[src/rtl/wb_stage_if.sv]
// Writeback stage port bundle: MEM result, multdiv completions and the register file write port.
// The forwarding compare signals exist only when WB_STAGE_FWD_EN is defined.
interface wb_stage_if;
  logic        mem_valid;
  logic        mem_we;
  logic [4:0]  mem_rd;
  logic [31:0] mem_data;
  logic        mem_ovf;
  logic [31:0] mem_exc_code;
  logic        md_valid;
  logic [4:0]  md_rd;
  logic [31:0] md_data;
  logic        md_ready;
  logic        stall_req;
  logic        ctrl_writeEnable;
  logic [4:0]  ctrl_writeReg;
  logic [31:0] data_writeReg;
`ifdef WB_STAGE_FWD_EN
  logic [4:0]  fwd_rsA;
  logic [4:0]  fwd_rsB;
  logic        fwd_hitA;
  logic        fwd_hitB;
  logic [31:0] fwd_dataA;
  logic [31:0] fwd_dataB;

  modport master (
    output mem_valid, mem_we, mem_rd, mem_data, mem_ovf, mem_exc_code,
    output md_valid, md_rd, md_data, fwd_rsA, fwd_rsB,
    input  md_ready, stall_req, ctrl_writeEnable, ctrl_writeReg, data_writeReg,
    input  fwd_hitA, fwd_hitB, fwd_dataA, fwd_dataB
  );
  modport slave (
    input  mem_valid, mem_we, mem_rd, mem_data, mem_ovf, mem_exc_code,
    input  md_valid, md_rd, md_data, fwd_rsA, fwd_rsB,
    output md_ready, stall_req, ctrl_writeEnable, ctrl_writeReg, data_writeReg,
    output fwd_hitA, fwd_hitB, fwd_dataA, fwd_dataB
  );
`else
  modport master (
    output mem_valid, mem_we, mem_rd, mem_data, mem_ovf, mem_exc_code,
    output md_valid, md_rd, md_data,
    input  md_ready, stall_req, ctrl_writeEnable, ctrl_writeReg, data_writeReg
  );
  modport slave (
    input  mem_valid, mem_we, mem_rd, mem_data, mem_ovf, mem_exc_code,
    input  md_valid, md_rd, md_data,
    output md_ready, stall_req, ctrl_writeEnable, ctrl_writeReg, data_writeReg
  );
`endif
endinterface

[src/rtl/wb_stage.sv]
// Writeback stage: merges MEM results and queued multdiv completions onto the regfile write port, 1-cycle latency.
// md_ready drops and stall_req rises while the multdiv FIFO is full; WB_STAGE_FWD_EN adds decode forwarding.
module wb_stage #(
  parameter int         MD_DEPTH   = 2,
  parameter logic [4:0] STATUS_REG = 5'd30
) (
  input logic       clock,
  input logic       ctrl_reset,
  wb_stage_if.slave bus
);
  localparam int PTRW = $clog2(MD_DEPTH);
  localparam int CNTW = PTRW + 1;

  logic [4:0]          fifoRd   [MD_DEPTH];
  logic [31:0]         fifoData [MD_DEPTH];
  logic [MD_DEPTH-1:0] fifoVld;
  logic [PTRW-1:0]     rdPtr;
  logic [PTRW-1:0]     wrPtr;
  logic [CNTW-1:0]     count;

  logic        pipeWr;
  logic [4:0]  pipeRd;
  logic [31:0] pipeData;
  logic        fifoFull;
  logic        mdPush;
  logic        mdStore;
  logic        fifoPop;

  logic        weQ;
  logic [4:0]  regQ;
  logic [31:0] dataQ;

  always_comb begin
    pipeWr   = bus.mem_valid & (bus.mem_ovf | (bus.mem_we & (bus.mem_rd != 5'd0)));
    pipeRd   = bus.mem_ovf ? STATUS_REG : bus.mem_rd;
    pipeData = bus.mem_ovf ? bus.mem_exc_code : bus.mem_data;
  end

  assign fifoFull      = (count == CNTW'(MD_DEPTH));
  assign bus.md_ready  = ~fifoFull;
  assign bus.stall_req = fifoFull;

  // Results for r0, or for the register the pipe is writing right now, are accepted but never queued.
  assign mdPush  = bus.md_valid & ~fifoFull;
  assign mdStore = mdPush & (bus.md_rd != 5'd0) & ~(pipeWr & (bus.md_rd == pipeRd));
  assign fifoPop = ~pipeWr & (count != CNTW'(0));

  always_ff @(posedge clock) begin
    if (ctrl_reset) begin
      weQ     <= 1'b0;
      regQ    <= 5'd0;
      dataQ   <= 32'd0;
      rdPtr   <= '0;
      wrPtr   <= '0;
      count   <= '0;
      fifoVld <= '0;
      for (int i = 0; i < MD_DEPTH; i++) begin
        fifoRd[i]   <= 5'd0;
        fifoData[i] <= 32'd0;
      end
    end else begin
      if (pipeWr) begin
        weQ   <= 1'b1;
        regQ  <= pipeRd;
        dataQ <= pipeData;
      end else if (fifoPop && fifoVld[rdPtr]) begin
        weQ   <= 1'b1;
        regQ  <= fifoRd[rdPtr];
        dataQ <= fifoData[rdPtr];
      end else begin
        weQ   <= 1'b0;
      end

      // A younger pipe write makes any queued result for the same register stale.
      for (int i = 0; i < MD_DEPTH; i++) begin
        if (pipeWr && (fifoRd[i] == pipeRd)) begin
          fifoVld[i] <= 1'b0;
        end
      end

      if (fifoPop) begin
        fifoVld[rdPtr] <= 1'b0;
        rdPtr          <= rdPtr + 1'b1;
      end

      if (mdStore) begin
        fifoRd[wrPtr]   <= bus.md_rd;
        fifoData[wrPtr] <= bus.md_data;
        fifoVld[wrPtr]  <= 1'b1;
        wrPtr           <= wrPtr + 1'b1;
      end

      count <= count + CNTW'(mdStore) - CNTW'(fifoPop);
    end
  end

  assign bus.ctrl_writeEnable = weQ;
  assign bus.ctrl_writeReg    = regQ;
  assign bus.data_writeReg    = dataQ;

`ifdef WB_STAGE_FWD_EN
  logic hitA;
  logic hitB;

  assign hitA          = weQ & (regQ == bus.fwd_rsA) & (bus.fwd_rsA != 5'd0);
  assign hitB          = weQ & (regQ == bus.fwd_rsB) & (bus.fwd_rsB != 5'd0);
  assign bus.fwd_hitA  = hitA;
  assign bus.fwd_hitB  = hitB;
  assign bus.fwd_dataA = hitA ? dataQ : 32'd0;
  assign bus.fwd_dataB = hitB ? dataQ : 32'd0;
`endif

endmodule

[src/flat_wrapper.sv]
// flat-port wrapper written by rule: the top's interface ports become plain ports
module wb_stage_flat 
#(
  parameter int         MD_DEPTH   = 2,
  parameter logic [4:0] STATUS_REG = 5'd30
)
  (clock, ctrl_reset, bus_mem_valid, bus_mem_we, bus_mem_rd, bus_mem_data, bus_mem_ovf, bus_mem_exc_code, bus_md_valid, bus_md_rd, bus_md_data, bus_md_ready, bus_stall_req, bus_ctrl_writeEnable, bus_ctrl_writeReg, bus_data_writeReg);
  wb_stage_if bus_i ();
  input logic clock;
  input logic ctrl_reset;
  input wire logic [$bits(bus_i.mem_valid)-1:0] bus_mem_valid;
  input wire logic [$bits(bus_i.mem_we)-1:0] bus_mem_we;
  input wire logic [$bits(bus_i.mem_rd)-1:0] bus_mem_rd;
  input wire logic [$bits(bus_i.mem_data)-1:0] bus_mem_data;
  input wire logic [$bits(bus_i.mem_ovf)-1:0] bus_mem_ovf;
  input wire logic [$bits(bus_i.mem_exc_code)-1:0] bus_mem_exc_code;
  input wire logic [$bits(bus_i.md_valid)-1:0] bus_md_valid;
  input wire logic [$bits(bus_i.md_rd)-1:0] bus_md_rd;
  input wire logic [$bits(bus_i.md_data)-1:0] bus_md_data;
  output wire logic [$bits(bus_i.md_ready)-1:0] bus_md_ready;
  output wire logic [$bits(bus_i.stall_req)-1:0] bus_stall_req;
  output wire logic [$bits(bus_i.ctrl_writeEnable)-1:0] bus_ctrl_writeEnable;
  output wire logic [$bits(bus_i.ctrl_writeReg)-1:0] bus_ctrl_writeReg;
  output wire logic [$bits(bus_i.data_writeReg)-1:0] bus_data_writeReg;
  assign bus_i.mem_valid = bus_mem_valid;
  assign bus_i.mem_we = bus_mem_we;
  assign bus_i.mem_rd = bus_mem_rd;
  assign bus_i.mem_data = bus_mem_data;
  assign bus_i.mem_ovf = bus_mem_ovf;
  assign bus_i.mem_exc_code = bus_mem_exc_code;
  assign bus_i.md_valid = bus_md_valid;
  assign bus_i.md_rd = bus_md_rd;
  assign bus_i.md_data = bus_md_data;
  assign bus_md_ready = bus_i.md_ready;
  assign bus_stall_req = bus_i.stall_req;
  assign bus_ctrl_writeEnable = bus_i.ctrl_writeEnable;
  assign bus_ctrl_writeReg = bus_i.ctrl_writeReg;
  assign bus_data_writeReg = bus_i.data_writeReg;
  wb_stage #(.MD_DEPTH(MD_DEPTH), .STATUS_REG(STATUS_REG)) u_core (.clock(clock), .ctrl_reset(ctrl_reset), .bus(bus_i));
endmodule
[config.mk]
export PLATFORM = sky130hd
export DESIGN_NAME = wb_stage_flat
export DESIGN_NICKNAME = d
export VERILOG_FILES = /design/src/rtl/wb_stage_if.sv /design/src/rtl/wb_stage.sv /design/src/flat_wrapper.sv
export SDC_FILE = /design/constraint.sdc
export NUM_CORES = 1
export LEC_CHECK = 0
export ABC_AREA = 1
export ABC_CLOCK_PERIOD_IN_PS = 7100
export CORE_MARGIN = 2
export CORE_UTILIZATION = 53
export DETAILED_ROUTE_END_ITERATION = 6
export HOLD_SLACK_MARGIN = 0.1
export PLACE_DENSITY = 0.86
export SYNTH_ARGS = -nofsm -noshare
export SYNTH_HDL_FRONTEND = slang
export SYNTH_SLANG_ARGS = --single-unit
[constraint.sdc]
create_clock -name clock -period 7.1 [get_ports clock]
set_input_delay 1.065 -clock clock [delete_from_list [all_inputs] [get_ports clock]]
set_output_delay 1.065 -clock clock [all_outputs]
set_load 0.03 [all_outputs]
# After elaboration in Yosys (flattened, before gate mapping)

Memory sizes are Yosys's and may differ from the RTL's. A register that Yosys moved wholly into a read port is not among the register bits.
Cells that the tools add are included.

Register bits: 44
RAM bits: 74
Bits of input ports: 112
Output and inout bits: 40
Logic and storage cells: 82
Memories kept: 2

Add/sub/neg operators: 4
Magnitude comparators: 4
Equality and inequality tests: 4
Muxes and demuxes: 36
Bitwise gates (word level): 14
Reduce and logical (&&, ||, !) cells: 11

Memories:

| name            | depth | bits a word | rd ports | clocked after Yosys merged registers in | write ports | RTL line       | source |
|---|---|---|---|---|---|---|---|
| u_core.fifoData | 2     | 32          | 1        | 1                                       | 2           | wb_stage.sv:15 | `logic [31:0] fifoData [MD_DEPTH];` |
| u_core.fifoRd   | 2     | 5           | 3        | 1                                       | 2           | wb_stage.sv:14 | `logic [4:0] fifoRd [MD_DEPTH];` |

Operators by type and width:

| cell                                               | number |
|---|---|
| 2-to-1 mux 32 bit                                  | 4 |
| OR reduction 32 bit                                | 1 |
| 2-to-1 mux 1 bit                                   | 23 |
| 2-to-1 mux 5 bit                                   | 4 |
| == test 5 bit                                      | 3 |
| nonzero test 5 bit                                 | 2 |
| AND 1 bit                                          | 7 |
| 2-to-1 mux 2 bit                                   | 3 |
| logical AND 1 bit                                  | 5 |
| OR reduction 5 bit                                 | 1 |
| < comparator 1 x 2 -> 1 bit, second input constant | 2 |
| nonzero test 2 bit                                 | 2 |
| NOT 1 bit                                          | 3 |
| adder 1 bit, second input constant                 | 2 |
| adder 2 x 1 -> 2 bit                               | 1 |
| AND 2 bit                                          | 1 |
| demux 1 bit (select 1 bit)                         | 2 |
| == test 2 bit, second input constant               | 1 |
| >= comparator 1 bit, second input constant         | 2 |
| NOT 2 bit                                          | 1 |
| OR 2 bit                                           | 1 |
| subtractor 2 x 1 -> 2 bit                          | 1 |
| OR 1 bit                                           | 1 |

# Logic depth before layout (Yosys ltp)

Depth in word-level cells: 12
Gate-level depth with buffers: 14
Gate-level depth less buffers: 14

# Worst setup path before layout

OpenSTA, ideal clock, no wires.

Kind: input to register
From: input port bus_mem_rd[3]
To: memory u_core.fifoData[1][0] (enable)
Library setup time: 395 ps
Arrival time: 2845 ps
Data required time: 6705 ps
Setup slack: 3860 ps
Stages on the path: 9
Buffers on the path: 2
Path through: nor2_2 nand3_1 nand2_4 nor2_2 nand2_2 nand3_1 buf_4 buf_6 nand2_1

RTL lines:

| item            | RTL line           | source |
|---|---|---|
| start, declared | flat_wrapper.sv:13 | `input wire logic [$bits(bus_i.mem_rd)-1:0] bus_mem_rd;` |
| end, declared   | wb_stage.sv:15     |  |

==> impl_metrics.toml <==
[floorplanning]
dieArea_mm2 = 0.01187
rows = 38
core_mm2 = 0.01079
ioPinCount = 152
initial_utilization = 0.5409
die_w_um = 109.0
die_h_um = 109.0

[final_layout]
utilization = 0.7393
nNetsFinal = 965
drive_above_1_share = 0.08449
antenna_cells = 0
syn2layout_area_growth_pct = 36.67

[logic_synthesis]
synth.cells.most_frequent = "224 x nand2_1, 148 x nor2_1, 74 x edfxtp_1"
synth_cells = 716
yosysMostFrequentCell = "nand2_1"
synth.distinct_cells = 26
synth_edf_count = 74
synth-main-ff-cell = "edfxtp_1"
postSynth.asyncResetShare = 0
yosysTopAreaCell = "edfxtp_1"
synth.avg_cell_area_um2 = 8.154
ys_warn_count = 0
synthesis.area_mm2 = 0.005838
yosys.area.top_type_share = 0.3806
synth_area_leaders = "edfxtp_1 38%, dfxtp_1 15%, nand2_1 14%"
ys_seq_area_frac = 0.5349
ys_ff_latch = 119
syn_nets = 830

[sta]
timing.final.crit_period_ns = 4.123
fin_skew_ns = 0.009461
clock.fmax_ghz = 0.2426
setup_viol = 0
final-hold-violation-count = 0
slew_headroom = 0.2939
setup_ws_ns = 2.977
slew_violations = 0
period_share = 0.5807
rsz0062_at_grt = "no"
worstMarginPinSlew_ns = 1.058
tns_ns = 0

[clocking]
htree_levels = 4
cts_tree = "done"
postCtsSetupBuffers = 0
clk_latency_ns = 0.53
cts_root_buf = "clkbuf_8"
cts_hold_buf = 0
post_cts_resized = 0
cts_buffers = 17
numClockSinks = 119
clk_pin_slew_ns = 0.06
clk_path_buf_depth = 2

[detailed_routing]
wl_per_cell_um = 15.66
drtIter0Drc = 458
vias_per_cell = 5.273
ant_nets = 0
route.detailed.drc = 0
first_pass_iters = 5
vias = 5294
wl_um = 15720

[critical_path]
reg2reg_to = "u_core.fifoData[1][6]"
crit_slowest_cell = "nand2_2"
cp_data_required_time_ns = 7.24
start_kind = "input port"
endpoint_kind = "flip-flop"
cpPeakStageDelay_ns = 1.03
cp.depth = 8
crit_chain = "clkdlybuf4s50_1 > nor2_2 > nand3_1 > nand2_4 > nor2_2 > nand2_2 > nand3_2 > nand2_2"
path_max_fanout = 39
path_class = "in -> reg"
critPathBufInv = 1
arrival_ns = 4.27
crit_end = "u_core.fifoData[1][6]"
worstReg2RegStart = "u_core.count[0]"
rr_worst_depth = 6
cp_top_family = "simple AND/OR/NAND/NOR gates"
critical_path.startpoint = "bus_mem_rd[3]"
r2r_slack_ns = 4.21

[pwr]
max-vdd-ir-drop_mv = 0.1854
combPwrFrac = 0.258
clkPwrFrac = 0.359
p_switching_mw = 0.7585
power.internal_mw = 1.660
seq_power_share = 0.384
power_density_mw_per_mm2 = 303.1
switching_share = 0.3136
leakagePower_nw = 3.540

[global_routing]
grt_max_degree = 46
grt_pass1_wl_um = 24370
first_global_vias = 5190
antenna_found_initial = 0
grt_util_all_layers = 0.2694
grt-ovfl-total = 0

[worst_hold_path]
min_path_type = "reg -> reg"
hold_depth = 2

[run_status]
status = "complete, no violations"

[run]
max-cap-violations = 0

[place]
globalplace.congestion = 0.8541
detailed_place_hpwl_um = 9770
io_buffers = 151
place_ws_ns = 2.552
logic make-up after synthesis:
| group | after synthesis | synth area share |
|---|---|---|
| multiplexers | 33 | 0.06130 |
| XOR/XNOR | 10 | 0.01500 |
| AND/OR/NAND/NOR | 388 | 0.2557 |
| AO/OA/AOI/OAI | 67 | 0.05872 |
| buffers and inverters | 97 | 0.07008 |
| flip-flops | 119 | 0.5349 |
| adder cells (fa/ha/maj) | 2 | 0.004286 |
power by group through the flow:
stage	combinational, mW	clock [mW]	sequential (mW)
6_report	0.623	0.867	0.928
5_1_grt	0.676	0.889	0.940
4_1_cts	0.620	0.864	0.928
2_1_floorplan	0.339	0	0.975
3_5_place_dp	0.609	0	0.939
3_3_place_gp	0.589	0	0.933
per-stage QoR:
stage | cells | total power, mW | instance area, um2 | hold slack (ns)
2_1_floorplan | 716 | 1.314 | 5838 | 0.4434
3_3_place_gp | 972 | 1.522 | 7373 | 0.4564
3_5_place_dp | 972 | 1.548 | 7373 | 0.4611
4_1_cts | 1004 | 2.412 | 7979 | 0.4702
5_1_grt | 1004 | 2.505 | 7979 | 0.4891
6_report | 1004 | 2.418 | 7979 | 0.4693
tightest hold or removal path, cell delays in order (launching register included):
cell,delay [ns]
dfxtp_1,0.31
nand2_1,0.06
a21oi_1,0.05
layout make-up:
cell class,count,area [um2]
clock buffer,20,466.7
clock inverter,12,138.9
fill,744,2814
inverter,59,221.5
multi-input combinational,500,2323
sequential,119,3124
tap,140,175.2
timing repair buffer,154,1529
placed cells by master (no fill, tap or decap), types with 3 or more instances in the layout:
cell type        instances
xor2_1                   9
nor2_2                   3
mux2i_1                 11
nor2_1                 148
nand2_2                  3
nand4_1                  3
nand2_1                222
buf_4                    3
clkbuf_8                 3
inv_1                   56
nand3_1                  6
clkbuf_16               17
o21ai_0                 35
o21ai_1                 19
clkdlybuf4s50_1        150
inv_6                    3
dfxtp_1                 44
a21oi_1                 11
edfxtp_1                74
inv_2                    3
mux2_2                  22
clkinvlp_4               4
how the worst min path moves through the flow:
stage / from / end
6_report: u_core.bus.ctrl_writeReg[1] / u_core.bus.ctrl_writeReg[1]
5_1_grt: u_core.bus.ctrl_writeReg[2] / u_core.bus.ctrl_writeReg[2]
4_1_cts: u_core.bus.ctrl_writeReg[1] / u_core.bus.ctrl_writeReg[1]
3_5_place_dp: u_core.bus.data_writeReg[10] / u_core.bus.data_writeReg[10]
3_3_place_gp: u_core.bus.ctrl_writeReg[1] / u_core.bus.ctrl_writeReg[1]
2_1_floorplan: u_core.fifoVld[1] / u_core.fifoVld[1]
sequential cells by signal, summed over array words and instances (netlist names), named ones only:
register and cells:
u_core.bus.ctrl_writeEnable 1, u_core.bus.ctrl_writeReg 5, u_core.bus.data_writeReg 32, u_core.count 2, u_core.fifoData 64, u_core.fifoRd 10, u_core.fifoVld 2, u_core.rdPtr 1
u_core.wrPtr 1
routing by layer:
metal / vias up / share of wire / global-route usage
li1: 2536 / - / -
met1: 2423 / 0.37 / 0.3070
met2: 287 / 0.51 / 0.4818
met3: 48 / 0.089 / 0.06515
met4: 0 / 0.026 / 0.1108
met5: - / 0 / 0
No activity file was read; power rests on OpenSTA's default activity.
